==> config.mk <==
export PLATFORM = sky130hd
export DESIGN_NAME = fpga_uart_rx_monitor
export DESIGN_NICKNAME = d
export VERILOG_FILES = /design/src/rtl/fpga_uart_pkg.sv /design/src/rtl/fpga_uart_rx_sync.sv /design/src/rtl/fpga_uart_rx_monitor.sv
export SDC_FILE = /design/constraint.sdc
export NUM_CORES = 1
export LEC_CHECK = 0
export ABC_AREA = 1
export CORE_MARGIN = 3
export CORE_UTILIZATION = 62
export CTS_CLUSTER_DIAMETER = 80
export DETAILED_ROUTE_END_ITERATION = 10
export PLACE_DENSITY_LB_ADDON = 0.25
export SLEW_MARGIN = 20
export SYNTH_ARGS = -nofsm -noshare
export SYNTH_HDL_FRONTEND = slang
export SYNTH_HIERARCHICAL = 1
export SYNTH_SLANG_ARGS = --single-unit
==> constraint.sdc <==
create_clock -name clk_gen -period 2.8 [get_ports clk_gen]
set_clock_uncertainty 0.1 [all_clocks]
set_input_delay 0.56 -clock clk_gen [delete_from_list [all_inputs] [get_ports clk_gen]]
set_output_delay 0.56 -clock clk_gen [all_outputs]
set_load 0.005 [all_outputs]
==> src/rtl/fpga_uart_pkg.sv <==
// ============================================================================
// Module   : fpga_uart_pkg
// Purpose  : Shared types and constants for the FPGA-side UART receive monitor.
// Revision : 1.0
// ============================================================================
`default_nettype none

package fpga_uart_pkg;

  typedef enum logic [2:0] {
    IDLE      = 3'd0,
    START     = 3'd1,
    DATA      = 3'd2,
    PARITY    = 3'd3,
    STOP      = 3'd4,
    WAIT_HIGH = 3'd5
  } rx_state_e;

  localparam int DATA_BITS   = 8;
  localparam int SYNC_STAGES = 2;

endpackage

`default_nettype wire

==> src/rtl/fpga_uart_rx_sync.sv <==
// ============================================================================
// Module   : fpga_uart_rx_sync
// Purpose  : Multi-flop synchronizer for idle-high async lines (reset to 1).
// Revision : 1.0
// ============================================================================
`default_nettype none

module fpga_uart_rx_sync
  import fpga_uart_pkg::*;
#(
  parameter int STAGES = SYNC_STAGES
) (
  input  logic clk_gen,
  input  logic rst_n,
  input  logic i_async,
  output logic o_sync
);

  logic [STAGES-1:0] r_sync;

  always_ff @(posedge clk_gen or negedge rst_n) begin
    if (!rst_n) begin
      r_sync <= '1;
    end else begin
      r_sync <= {r_sync[STAGES-2:0], i_async};
    end
  end

  assign o_sync = r_sync[STAGES-1];

endmodule

`default_nettype wire

==> src/rtl/fpga_uart_rx_monitor.sv <==
// ============================================================================
// Module   : fpga_uart_rx_monitor
// Purpose  : 8N1 UART receiver with valid/ready byte port, framing/overrun
//            flags; define FPGA_UART_RX_PARITY_EN for an even-parity bit.
// Revision : 1.0
// ============================================================================
`default_nettype none

module fpga_uart_rx_monitor
  import fpga_uart_pkg::*;
#(
  parameter int CLKS_PER_BIT = 130,
  parameter int CNT_W        = 16
) (
  input  logic       clk_gen,
  input  logic       rst_n,
  input  logic       rx_i,
  output logic [7:0] data_o,
  output logic       valid_o,
  input  logic       ready_i,
  output logic       frame_err_o,
  output logic       overrun_o,
  output logic       busy_o
`ifdef FPGA_UART_RX_PARITY_EN
  ,
  output logic       parity_err_o
`endif
);

  localparam logic [CNT_W-1:0] c_HALF_LAST = CNT_W'(CLKS_PER_BIT / 2 - 1);
  localparam logic [CNT_W-1:0] c_BIT_LAST  = CNT_W'(CLKS_PER_BIT - 1);
  localparam logic [2:0]       c_LAST_BIT  = 3'(DATA_BITS - 1);

  logic                 w_rx_s;
  rx_state_e            r_state, w_state_nxt;
  logic [CNT_W-1:0]     r_cnt, w_cnt_nxt;
  logic [2:0]           r_bit_idx, w_bit_idx_nxt;
  logic [DATA_BITS-1:0] r_shift, w_shift_nxt;
  logic                 w_stop_ok, w_stop_bad, w_load_ok;
  logic [7:0]           r_data;
  logic                 r_valid, r_frame_err, r_overrun;

  fpga_uart_rx_sync #(
    .STAGES (SYNC_STAGES)
  ) u_sync (
    .clk_gen (clk_gen),
    .rst_n   (rst_n),
    .i_async (rx_i),
    .o_sync  (w_rx_s)
  );

`ifdef FPGA_UART_RX_PARITY_EN
  logic r_par_bit, w_par_nxt, w_par_bad, r_parity_err;

  // Even parity: data bits plus parity bit must hold an even number of ones.
  assign w_par_bad    = ^{r_shift, r_par_bit};
  assign w_load_ok    = w_stop_ok && !w_par_bad;
  assign parity_err_o = r_parity_err;
`else
  assign w_load_ok    = w_stop_ok;
`endif

  always_comb begin
    w_state_nxt   = r_state;
    w_cnt_nxt     = r_cnt + CNT_W'(1);
    w_bit_idx_nxt = r_bit_idx;
    w_shift_nxt   = r_shift;
    w_stop_ok     = 1'b0;
    w_stop_bad    = 1'b0;
`ifdef FPGA_UART_RX_PARITY_EN
    w_par_nxt     = r_par_bit;
`endif
    case (r_state)
      IDLE: begin
        w_cnt_nxt = '0;
        if (!w_rx_s) w_state_nxt = START;
      end
      START: begin
        if (r_cnt == c_HALF_LAST) begin
          w_cnt_nxt     = '0;
          w_bit_idx_nxt = '0;
          w_state_nxt   = w_rx_s ? IDLE : DATA;
        end
      end
      DATA: begin
        if (r_cnt == c_BIT_LAST) begin
          w_cnt_nxt     = '0;
          w_shift_nxt   = {w_rx_s, r_shift[DATA_BITS-1:1]};
          w_bit_idx_nxt = r_bit_idx + 3'd1;
`ifdef FPGA_UART_RX_PARITY_EN
          if (r_bit_idx == c_LAST_BIT) w_state_nxt = PARITY;
`else
          if (r_bit_idx == c_LAST_BIT) w_state_nxt = STOP;
`endif
        end
      end
`ifdef FPGA_UART_RX_PARITY_EN
      PARITY: begin
        if (r_cnt == c_BIT_LAST) begin
          w_cnt_nxt   = '0;
          w_par_nxt   = w_rx_s;
          w_state_nxt = STOP;
        end
      end
`endif
      STOP: begin
        if (r_cnt == c_BIT_LAST) begin
          w_cnt_nxt = '0;
          if (w_rx_s) begin
            w_stop_ok   = 1'b1;
            w_state_nxt = IDLE;
          end else begin
            w_stop_bad  = 1'b1;
            w_state_nxt = WAIT_HIGH;
          end
        end
      end
      WAIT_HIGH: begin
        // A held-low line (break) must go high before a new start is accepted.
        w_cnt_nxt = '0;
        if (w_rx_s) w_state_nxt = IDLE;
      end
      default: begin
        w_cnt_nxt   = '0;
        w_state_nxt = IDLE;
      end
    endcase
  end

  always_ff @(posedge clk_gen or negedge rst_n) begin
    if (!rst_n) begin
      r_state     <= IDLE;
      r_cnt       <= '0;
      r_bit_idx   <= '0;
      r_shift     <= '0;
      r_data      <= '0;
      r_valid     <= 1'b0;
      r_frame_err <= 1'b0;
      r_overrun   <= 1'b0;
    end else begin
      r_state     <= w_state_nxt;
      r_cnt       <= w_cnt_nxt;
      r_bit_idx   <= w_bit_idx_nxt;
      r_shift     <= w_shift_nxt;
      r_frame_err <= w_stop_bad;
      r_overrun   <= w_load_ok && r_valid && !ready_i;
      // A same-cycle handshake frees the holding register for the new byte.
      if (w_load_ok && (!r_valid || ready_i)) begin
        r_data  <= r_shift;
        r_valid <= 1'b1;
      end else if (r_valid && ready_i) begin
        r_valid <= 1'b0;
      end
    end
  end

`ifdef FPGA_UART_RX_PARITY_EN
  always_ff @(posedge clk_gen or negedge rst_n) begin
    if (!rst_n) begin
      r_par_bit    <= 1'b0;
      r_parity_err <= 1'b0;
    end else begin
      r_par_bit    <= w_par_nxt;
      r_parity_err <= w_stop_ok && w_par_bad;
    end
  end
`endif

  assign data_o      = r_data;
  assign valid_o     = r_valid;
  assign frame_err_o = r_frame_err;
  assign overrun_o   = r_overrun;
  assign busy_o      = (r_state != IDLE);

endmodule

`default_nettype wire

# After elaboration in Yosys (flattened, before gate mapping)
# Cells that the tools add are included.
# Widths: inputs -> output; s select.
dict set report totals {
  in_bits 4
  output_inout_bits 12
  ram_bits 0
  n_memories 0
  word_cells 62
  latch_bits 0
  register_bits 43
  rom_bits 0
}
dict set report op_classes {
  eq_ne 13
  shifts 0
  order_cmp 0
  mul 0
  mux 23
  bitwise 0
  n_reduce_logical 15
  n_addsub 2
  div 0
}
# op n
set ops {}
lappend ops {{$mux 16} 2}
lappend ops {{$pmux 16 s2} 1}
lappend ops {{$mux 3} 9}
lappend ops {{$add 16x1->16 const B} 1}
lappend ops {{$eq 16x7->1 const B} 1}
lappend ops {{$eq 16x8->1 const B} 1}
lappend ops {{$pmux 3 s5} 1}
lappend ops {{$ne 2x2->1 const B} 5}
lappend ops {{$eq 3x3->1 const B} 3}
lappend ops {{$mux 1} 8}
lappend ops {{$pmux 3 s2} 1}
lappend ops {{$reduce_and 6->1} 1}
lappend ops {{$logic_and 1x1->1} 4}
lappend ops {{$reduce_bool 2->1} 2}
lappend ops {{$add 3x1->3 const B} 1}
lappend ops {{$eq 3x1->1 const B} 1}
lappend ops {{$eq 3x2->1 const B} 1}
lappend ops {{$logic_not 3->1} 1}
lappend ops {{$reduce_and 3->1} 1}
lappend ops {{$reduce_bool 3->1} 1}
lappend ops {{$logic_not 1->1} 2}
lappend ops {{$mux 2} 1}
lappend ops {{$ne 2x1->1 const B} 1}
lappend ops {{$reduce_and 2->1} 1}
lappend ops {{2 further kinds} 2}

# Logic depth before layout (Yosys ltp)
# Gate-level depths: netlist of the first run.
dict set report logic_depth {
  depth_word 5
  depth_mapped 10
  mapped_depth_nobuf 9
}

# By module
# Netlist of the first run, hierarchy kept.
# module n_inst area_per_inst_um2 cells_per_inst seq_area_each_um2
set modules_own_cells {}
lappend modules_own_cells {fpga_uart_rx_monitor 1 2104.5 255 1026.0}
lappend modules_own_cells {fpga_uart_rx_sync 1 52.6 2 52.6}

# Least setup slack after synthesis of the first run
# No wires, ideal clock.
dict set report synth_timing {
  kind {register to register}
  startpoint {reg r_cnt[1]}
  endpoint {reg r_data[5], in the netlist data_o[5]}
  period_less_slack_ns 1.573
  required_time_ns 2.583
  stages_incl_launch_ff 11
  n_path_buf 1
  slack_ns 1.227
  setup_ns 0.117
  arrival_ns 1.356
  cell_sequence {dfrtp_1 -> inv_1 -> ha_1 -> nand3_1 -> nor2_4 -> nand2_4 -> nor2_4 -> nand2_4 -> buf_6 -> nand2_2 -> o21ai_2}
}
dict set report synth_between {
  elab_chain_len 4
}
# item line
set synth_rtl {}
lappend synth_rtl {{from (decl)} fpga_uart_rx_monitor.sv:36} ;# logic [CNT_W-1:0] r_cnt, w_cnt_nxt;
lappend synth_rtl {{from (signal assigned)} fpga_uart_rx_monitor.sv:142} ;# r_cnt <= w_cnt_nxt;
lappend synth_rtl {{$eq 16x8->1} fpga_uart_rx_monitor.sv:107} ;# if (r_cnt == c_BIT_LAST) begin
lappend synth_rtl {{$mux 1} fpga_uart_rx_monitor.sv:107}
lappend synth_rtl {{$mux 1} fpga_uart_rx_monitor.sv:73} ;# case (r_state)
lappend synth_rtl {{$logic_and 1x1->1} fpga_uart_rx_monitor.sv:148} ;# if (w_load_ok && (!r_valid || ready_i)) begin
lappend synth_rtl {{to (signal assigned)} fpga_uart_rx_monitor.sv:149} ;# r_data <= r_shift;
lappend synth_rtl {{to (decl)} fpga_uart_rx_monitor.sv:40} ;# logic [7:0] r_data;
# No other way between the ends.
# A chain may end at the register's enable or synchronous reset.

# Final worst setup path of the first run
dict set report layout_timing {
  startpoint {reg r_state[0]}
  endpoint {out busy_o}
}
dict set report layout_between {
  elab_chain_len 1
}
# item line
set layout_rtl {}
lappend layout_rtl {{from (decl)} fpga_uart_rx_monitor.sv:35} ;# rx_state_e r_state, w_state_nxt;
lappend layout_rtl {{from (signal assigned)} fpga_uart_rx_monitor.sv:141} ;# r_state <= w_state_nxt;
lappend layout_rtl {{$reduce_bool 3->1} fpga_uart_rx_monitor.sv:173} ;# assign busy_o = (r_state != IDLE);
lappend layout_rtl {{to (decl)} fpga_uart_rx_monitor.sv:23} ;# output logic busy_o
# No other way between the ends.

==> results of run 1 <==
[Yosys cell counts]
| cell | count |
|---|---|
| nor3_1 | 2 |
| nor2_2 | 2 |
| inv_1 | 31 |
| nor2_4 | 4 |
| a21oi_1 | 3 |
| nand3_1 | 17 |
| nand4_1 | 4 |
| nand2_1 | 67 |
| a31oi_1 | 2 |
| o21ai_0 | 13 |
| dfrtp_1 | 41 |
| xor2_1 | 2 |
| o21bai_1 | 1 |
| nor2_1 | 37 |
| inv_2 | 1 |
| dfstp_2 | 2 |
| ha_1 | 5 |
| o21ai_2 | 7 |
| buf_2 | 1 |
| nand2_2 | 4 |
| o21ai_1 | 1 |
| buf_6 | 2 |
| nand3b_4 | 1 |
| xnor2_1 | 3 |
| nand2_4 | 4 |
[worst max-delay path by stage]
stage	start	endpoint	slack, ns	cells past startpoint
floorplan	r_cnt[1]	data_o[5]	1.23	10
global placement	r_state[0]	busy_o	1.06	3
detailed placement	r_state[0]	busy_o	1.04	3
CTS	r_state[0]	busy_o	0.63	3
global route	r_state[0]	busy_o	0.54	3
finish	r_state[0]	busy_o	0.63	3
[registers in the layout, indices dropped and copies added (netlist names)]
name / flops
r_bit_idx: 3
data_o: 8
frame_err_o: 1
r_state: 3
overrun_o: 1
r_cnt: 16
valid_o: 1
r_shift: 8
u_sync/r_sync: 2
[stage by stage]
stage | utilization | hold WS, ns | cell area, sq um | setup slack, ns
CTS | 0.755 | 0.255 | 2400 | 0.625
detailed placement | 0.733 | 0.252 | 2330 | 1.04
finish | 0.755 | 0.226 | 2400 | 0.628
global route | 0.755 | 0.272 | 2400 | 0.537
global placement | 0.733 | 0.246 | 2330 | 1.06
floorplan | - | 0.164 | 2160 | 1.23
[where the power goes]
| group | internal [uW] | switching, uW |
|---|---|---|
| registers | 623 | 1.12 |
| clock network | 148 | 192 |
| logic | 3.31 | 12.3 |
| total | 775 | 205 |
[cell usage in the layout, fill, tap and decap left out, types with 2 or more instances in the layout]
cell type and instances:
nand2_1 67, dfrtp_1 41, nor2_1 37, inv_1 31, nand3_1 17, clkdlybuf4s50_1 14, o21ai_0 13, o21ai_2 7
ha_1 5, clkbuf_4 5, nor2_4 4, nand2_2 4, nand2_4 4, nand4_1 4, a21oi_1 3, xnor2_1 3
nor2_2 2, nor3_1 2, xor2_1 2, a31oi_1 2, clkbuf_8 2, dfstp_2 2
[area by class of cell]
type / instances / area (sq um)
inverters: 32 / 120
multi-input cells: 179 / 931
repair buffers: 15 / 145
clock buffers: 8 / 68.8
fillers: 234 / 779
well taps: 44 / 55.1
flip-flops and latches: 43 / 1080
[per-layer routing]
layer	global-route usage	vias to the layer above	share of wire
met5	0	-	0
met4	0.0976	0	0.023
met3	0.0451	12	0.058
met2	0.324	50	0.47
met1	0.285	764	0.45
li1	-	849	-
[kinds of logic (layout without fill, tap and decap cells)]
group	count (synthesis)	after routing	share of synthesized area
AOI/OAI and AO/OA	27	27	0.0771
xor gates and xnor gates	5	5	0.0203
adders and majority gates	5	5	0.0290
buffers and inverters	35	55	0.0684
DFF	43	43	0.500
and+or+nand+nor	142	142	0.305
==> qor.csv, run 1 <==
stage;metric;value;unit
outcome;status;completed;
synthesis;ranking of synthesized cells by area;dfrtp_1 (48%), nand2_1 (12%), nor2_1 (6.4%);
synthesis;register area share after synthesis;0.500;
synthesis;Syn Inst Count;257;
timing;Final min period;2.17;ns
clock_network;Worst-path clk slew;0.12;ns
synthesis;Synthesis Warnings;6;
die;die height;65.0;um
detailed_routing;vias per inst;5.22;
timing;Max Clock Freq;0.460;GHz
clock_network;CTS buffer count;5;
grt;vias in the first global route;1526;
placed_design;dpl cells;313;
worst_setup_path;FF-to-FF setup slack;1.07;ns
synthesis;Synth Cell Area;0.00216;sq mm
worst_setup_path;CP max FO;5;
cells_and_area;Layout area overhead;11.2;%
placed_design;Port Buf Inserts;15;
worst_setup_path;Crit Path Class;reg -> out;
clock_network;worst-case clock buffer depth;2;
grt;largest net degree at the start of global routing;44;
synthesis;post-synth cell types;25;
worst_setup_path;slowest stage cell, crit path;clkdlybuf4s50_1;
worst_setup_path;Reg2Reg Depth;9;
cells_and_area;nets;285;
detailed_routing;Remaining DRCs;0;
timing;Post-Route Setup TNS;0;ns
die;Core ar.;0.00318;sq mm
die;Starting Density;0.679;
worst_setup_path;Critical Path Source Type;flop;
clock_network;TritonCTS clock tree;done;
worst_setup_path;crit-path max cell delay;0.45;ns
detailed_routing;via count;1675;
power_and_ir_drop;total power draw;980;uW
min_path;Hold Crit Class;in -> async;
die;Die Area;0.00422;sq mm
synthesis;Yosys reg bits;43;
power_and_ir_drop;Pleak;0.00110;uW
timing;crit share post-route;0.776;
grt;first-pass GRT wire length;6.76;mm
worst_setup_path;R2R Path Start;r_cnt[1];
clock_network;CTS root buffer;clkbuf_4;
synthesis;top cell type's share of synthesized area;0.476;
timing;Pins Over Slew Limit;0;
timing;Final setup viols;0;
synthesis;Post-Syn Nets;266;
clock_network;Worst-Skew Late Latency;0.36;ns
detailed_routing;drt total wl;3.84;mm
detailed_routing;DR pass1 iterations;4;
flow_run;Max-Cap Viols;0;
detailed_routing;WL/cell;12.0;um
cells_and_area;# diodes;0;
grt;grt ovf;0;
timing;RSZ-0062 raised after global routing;no;
die;die width;65.0;um
placed_design;hpwl dp;2.81;mm
worst_setup_path;crit path buf inv count;1;
cells_and_area;Final Non-Filler Cells;321;
clock_network;Hold Buf Count CTS;0;
clock_network;# Post-CTS Setup Buffers;0;
worst_setup_path;worst r2r dst;r_cnt[10];
die;row count;20;
detailed_routing;DRT iter0 DRCs;170;
timing;final hold violation count;0;
clock_network;H-tree Lvls;2;
synthesis;leading area contributor after synthesis;dfrtp_1;
timing;Max transition margin;0.381;
synthesis;Synth Area per Inst;8.39;sq um
cells_and_area;share of layout cells above drive strength 1;0.119;
die;number of top-level pins;16;
worst_setup_path;delay-heaviest family, CP;buffers and inverters;
worst_setup_path;Worst setup EP type;output port;
power_and_ir_drop;Max rail drop VDD;323;uV
worst_setup_path;worst path cell trace;nor2_1 > nand2_1 > clkdlybuf4s50_1;
worst_setup_path;Arr. time, crit path;1.51;ns
clock_network;clk sinks;43;
timing;Slew @ Worst Pin;0.928;ns
placed_design;gpl congestion;0.826;
worst_setup_path;Worst Path Required;2.14;ns
grt;Total GRT Usage;0.211;
power_and_ir_drop;pwr dens;409;mW/mm^2
detailed_routing;Detail Route Antenna Nets;0;
grt;initial antenna violation count;0;
clock_network;# resized after CTS;0;
Note: power is estimated with default switching activity, not from simulation.
==> run 2, diff against run 1 <==
CORE_UTILIZATION = 52   (was 62)
clock period = 1.8 ns   (was 2.8 ns; I/O delays follow)
==> qor.csv, run 2 (synthesis gave the netlist of run 1 again) <==
stage;metric;value;unit;change
outcome;status;completed;;
worst_setup_path;R2R Path Start;r_cnt[1];;
cells_and_area;share of layout cells above drive strength 1;0.154;;+0.0353
timing;Final min period;1.66;ns;
cells_and_area;max reg flops;16;;unchanged
flow_run;Max-Cap Viols;0;;unchanged
cells_and_area;# fillers;341;;+46%
worst_setup_path;worst path cell trace;inv_1 > ha_1 > nand3_1 > nor2_4 > nand2_4 > nand2_2 > nand3_1 > nand2_1 > nand2_1;;
die;die height;70.4;um;+8.3%
worst_setup_path;slowest stage cell, crit path;dfrtp_1;;
detailed_routing;WL/cell;11.1;um;-7.2%
detailed_routing;via count;1632;;-2.6%
clock_network;CTS root buffer;clkbuf_8;;
min_path;Hold EP;u_sync/r_sync[1];;
timing;Max Clock Freq;0.604;GHz;
timing;Max transition margin;0.708;;+0.327
grt;largest net degree at the start of global routing;27;;-39%
timing;RSZ-0062 raised after global routing;no;;
detailed_routing;DR pass1 iterations;4;;unchanged
min_path;Hold Crit Class;reg -> reg;;
clock_network;TritonCTS clock tree;done;;
worst_setup_path;Arr. time, crit path;1.74;ns;+0.23 ns
min_path;hold_sp;u_sync/r_sync[0];;
detailed_routing;Detail Route Antenna Nets;0;;unchanged
worst_setup_path;crit-path max cell delay;0.40;ns;-0.05 ns
cells_and_area;leading cell type in the layout, fill and taps excluded;nand2_1;;
clock_network;clk sinks;43;;unchanged
cells_and_area;nets;293;;+2.8%
power_and_ir_drop;Max rail drop VDD;548;uV;+70%
worst_setup_path;Critical Path Source Type;flop;;
power_and_ir_drop;pwr dens;688;mW/mm^2;+68%
worst_setup_path;worst r2r dst;r_state[0];;
timing;Post-Route Setup TNS;0;ns;unchanged
grt;first-pass GRT wire length;6.67;mm;-1.3%
placed_design;gpl congestion;0.833;;+0.84%
clock_network;CTS buffer count;5;;unchanged
detailed_routing;DRT iter0 DRCs;108;;-36%
timing;Slew @ Worst Pin;0.438;ns;-0.490 ns
placed_design;hpwl dp;2.73;mm;-2.9%
min_path;hold-critical path depth;0;;
cells_and_area;Layout area overhead;17.2;%;
cells_and_area;most frequent cells in the layout;nand2_1 (66), dfrtp_1 (41), nor2_1 (36);;
worst_setup_path;CP startpoint;r_cnt[1];;
worst_setup_path;Crit Path Class;reg -> reg;;
die;number of top-level pins;16;;unchanged
die;Die Area;0.00496;sq mm;+17%
clock_network;worst-case clock buffer depth;2;;unchanged
grt;Total GRT Usage;0.167;;-0.0441
clock_network;H-tree Lvls;2;;unchanged
timing;Final setup viols;0;;unchanged
timing;Pins Over Slew Limit;0;;unchanged
die;row count;22;;+10%
grt;vias in the first global route;1522;;-0.26%
die;die width;70.4;um;+8.3%
die;Core ar.;0.00383;sq mm;+20%
worst_setup_path;CP max FO;6;;+1
timing;crit share post-route;0.920;;
placed_design;Port Buf Inserts;15;;unchanged
detailed_routing;drt total wl;3.69;mm;-3.7%
detailed_routing;vias per inst;4.90;;-6.1%
die;Starting Density;0.564;;-0.115
clock_network;Worst-Skew Late Latency;0.29;ns;-0.07 ns
timing;Hold WS;0.258;ns;+0.0321 ns
power_and_ir_drop;Pleak;0.00116;uW;+5.3%
cells_and_area;# diodes;0;;unchanged
worst_setup_path;Worst setup EP type;flop;;
grt;grt ovf;0;;unchanged
grt;initial antenna violation count;0;;unchanged
detailed_routing;Remaining DRCs;0;;unchanged
worst_setup_path;FF-to-FF setup slack;0.14;ns;-0.93 ns
timing;final hold violation count;0;;unchanged
cells_and_area;largest reg by FF count;r_cnt;;
worst_setup_path;Reg2Reg Depth;9;;unchanged
clock_network;Worst-path clk slew;0.08;ns;-0.04 ns
worst_setup_path;Worst Path Required;1.89;ns;-0.25 ns
## run 2: how the worst max path moves through the flow
stage | end | slack [ns] | cells past startpoint
after global routing | r_state[2] | 0.02 | 9
final | r_state[0] | 0.14 | 9
after global placement | r_cnt[10] | 0.15 | 9
after floorplan | data_o[5] | 0.23 | 10
after CTS | r_cnt[1] | 0.11 | 9
after detailed placement | r_cnt[9] | 0.11 | 9
## run 2: power breakdown
part	switching (uW)	internal, uW	total, uW
Sequential	1.79	969	971
Combinational	20.5	10.9	31.4
Clock	324	413	737
## run 2: layout make-up
class	count	area, sq um	area share
Clock buffer	5	68.8	0.0272
Clock inverter	3	43.8	0.0173
Inverter	32	123	0.0485
Multi-Input combinational cell	179	936	0.370
Sequential cell	43	1080	0.427
Tap cell	48	60.1	0.0238
Timing Repair Buffer	23	219	0.0866
## run 2: what timing repair did
action | 4_1_cts | 5_1_grt
hold endpoints to repair | 17 | 0
pin swaps | 1 | 0
buffers inserted | 2 | 0
hold buffers | 1 | 0
gates resized for setup | 4 | 1
setup endpoints to repair | 1 | 9
## run 2: layer usage
| layer | wire length (um) | track usage | vias up |
|---|---|---|---|
| met3 | 160 | 0.0475 | 5 |
| met1 | 1830 | 0.232 | 747 |
| met2 | 1660 | 0.258 | 24 |
| li1 | - | - | 856 |
| met5 | 0 | 0 | - |
| met4 | 44 | 0.0383 | 0 |
## run 2: stage by stage
step                      area [sq um]  total power (uW)  setup WS [ns]  utilization  std cells
after global placement            2380              1020          0.155        0.623        322
after detailed placement          2380              1020          0.109        0.623        322
after floorplan                   2160               991          0.227            -        257
after CTS                         2530              1770          0.109        0.660        333
after global routing              2530              1820         0.0157        0.661        333
final                             2530              1740          0.144        0.661        333
## run 2: worst max-delay path: cells and delay by family, from the launching register on
family / cells / cell delay [ns]
AND/OR/NAND/NOR: 7 / 0.82
adder cells (fa/ha/maj): 1 / 0.14
buffers and inverters: 1 / 0.08
flip-flops: 1 / 0.40
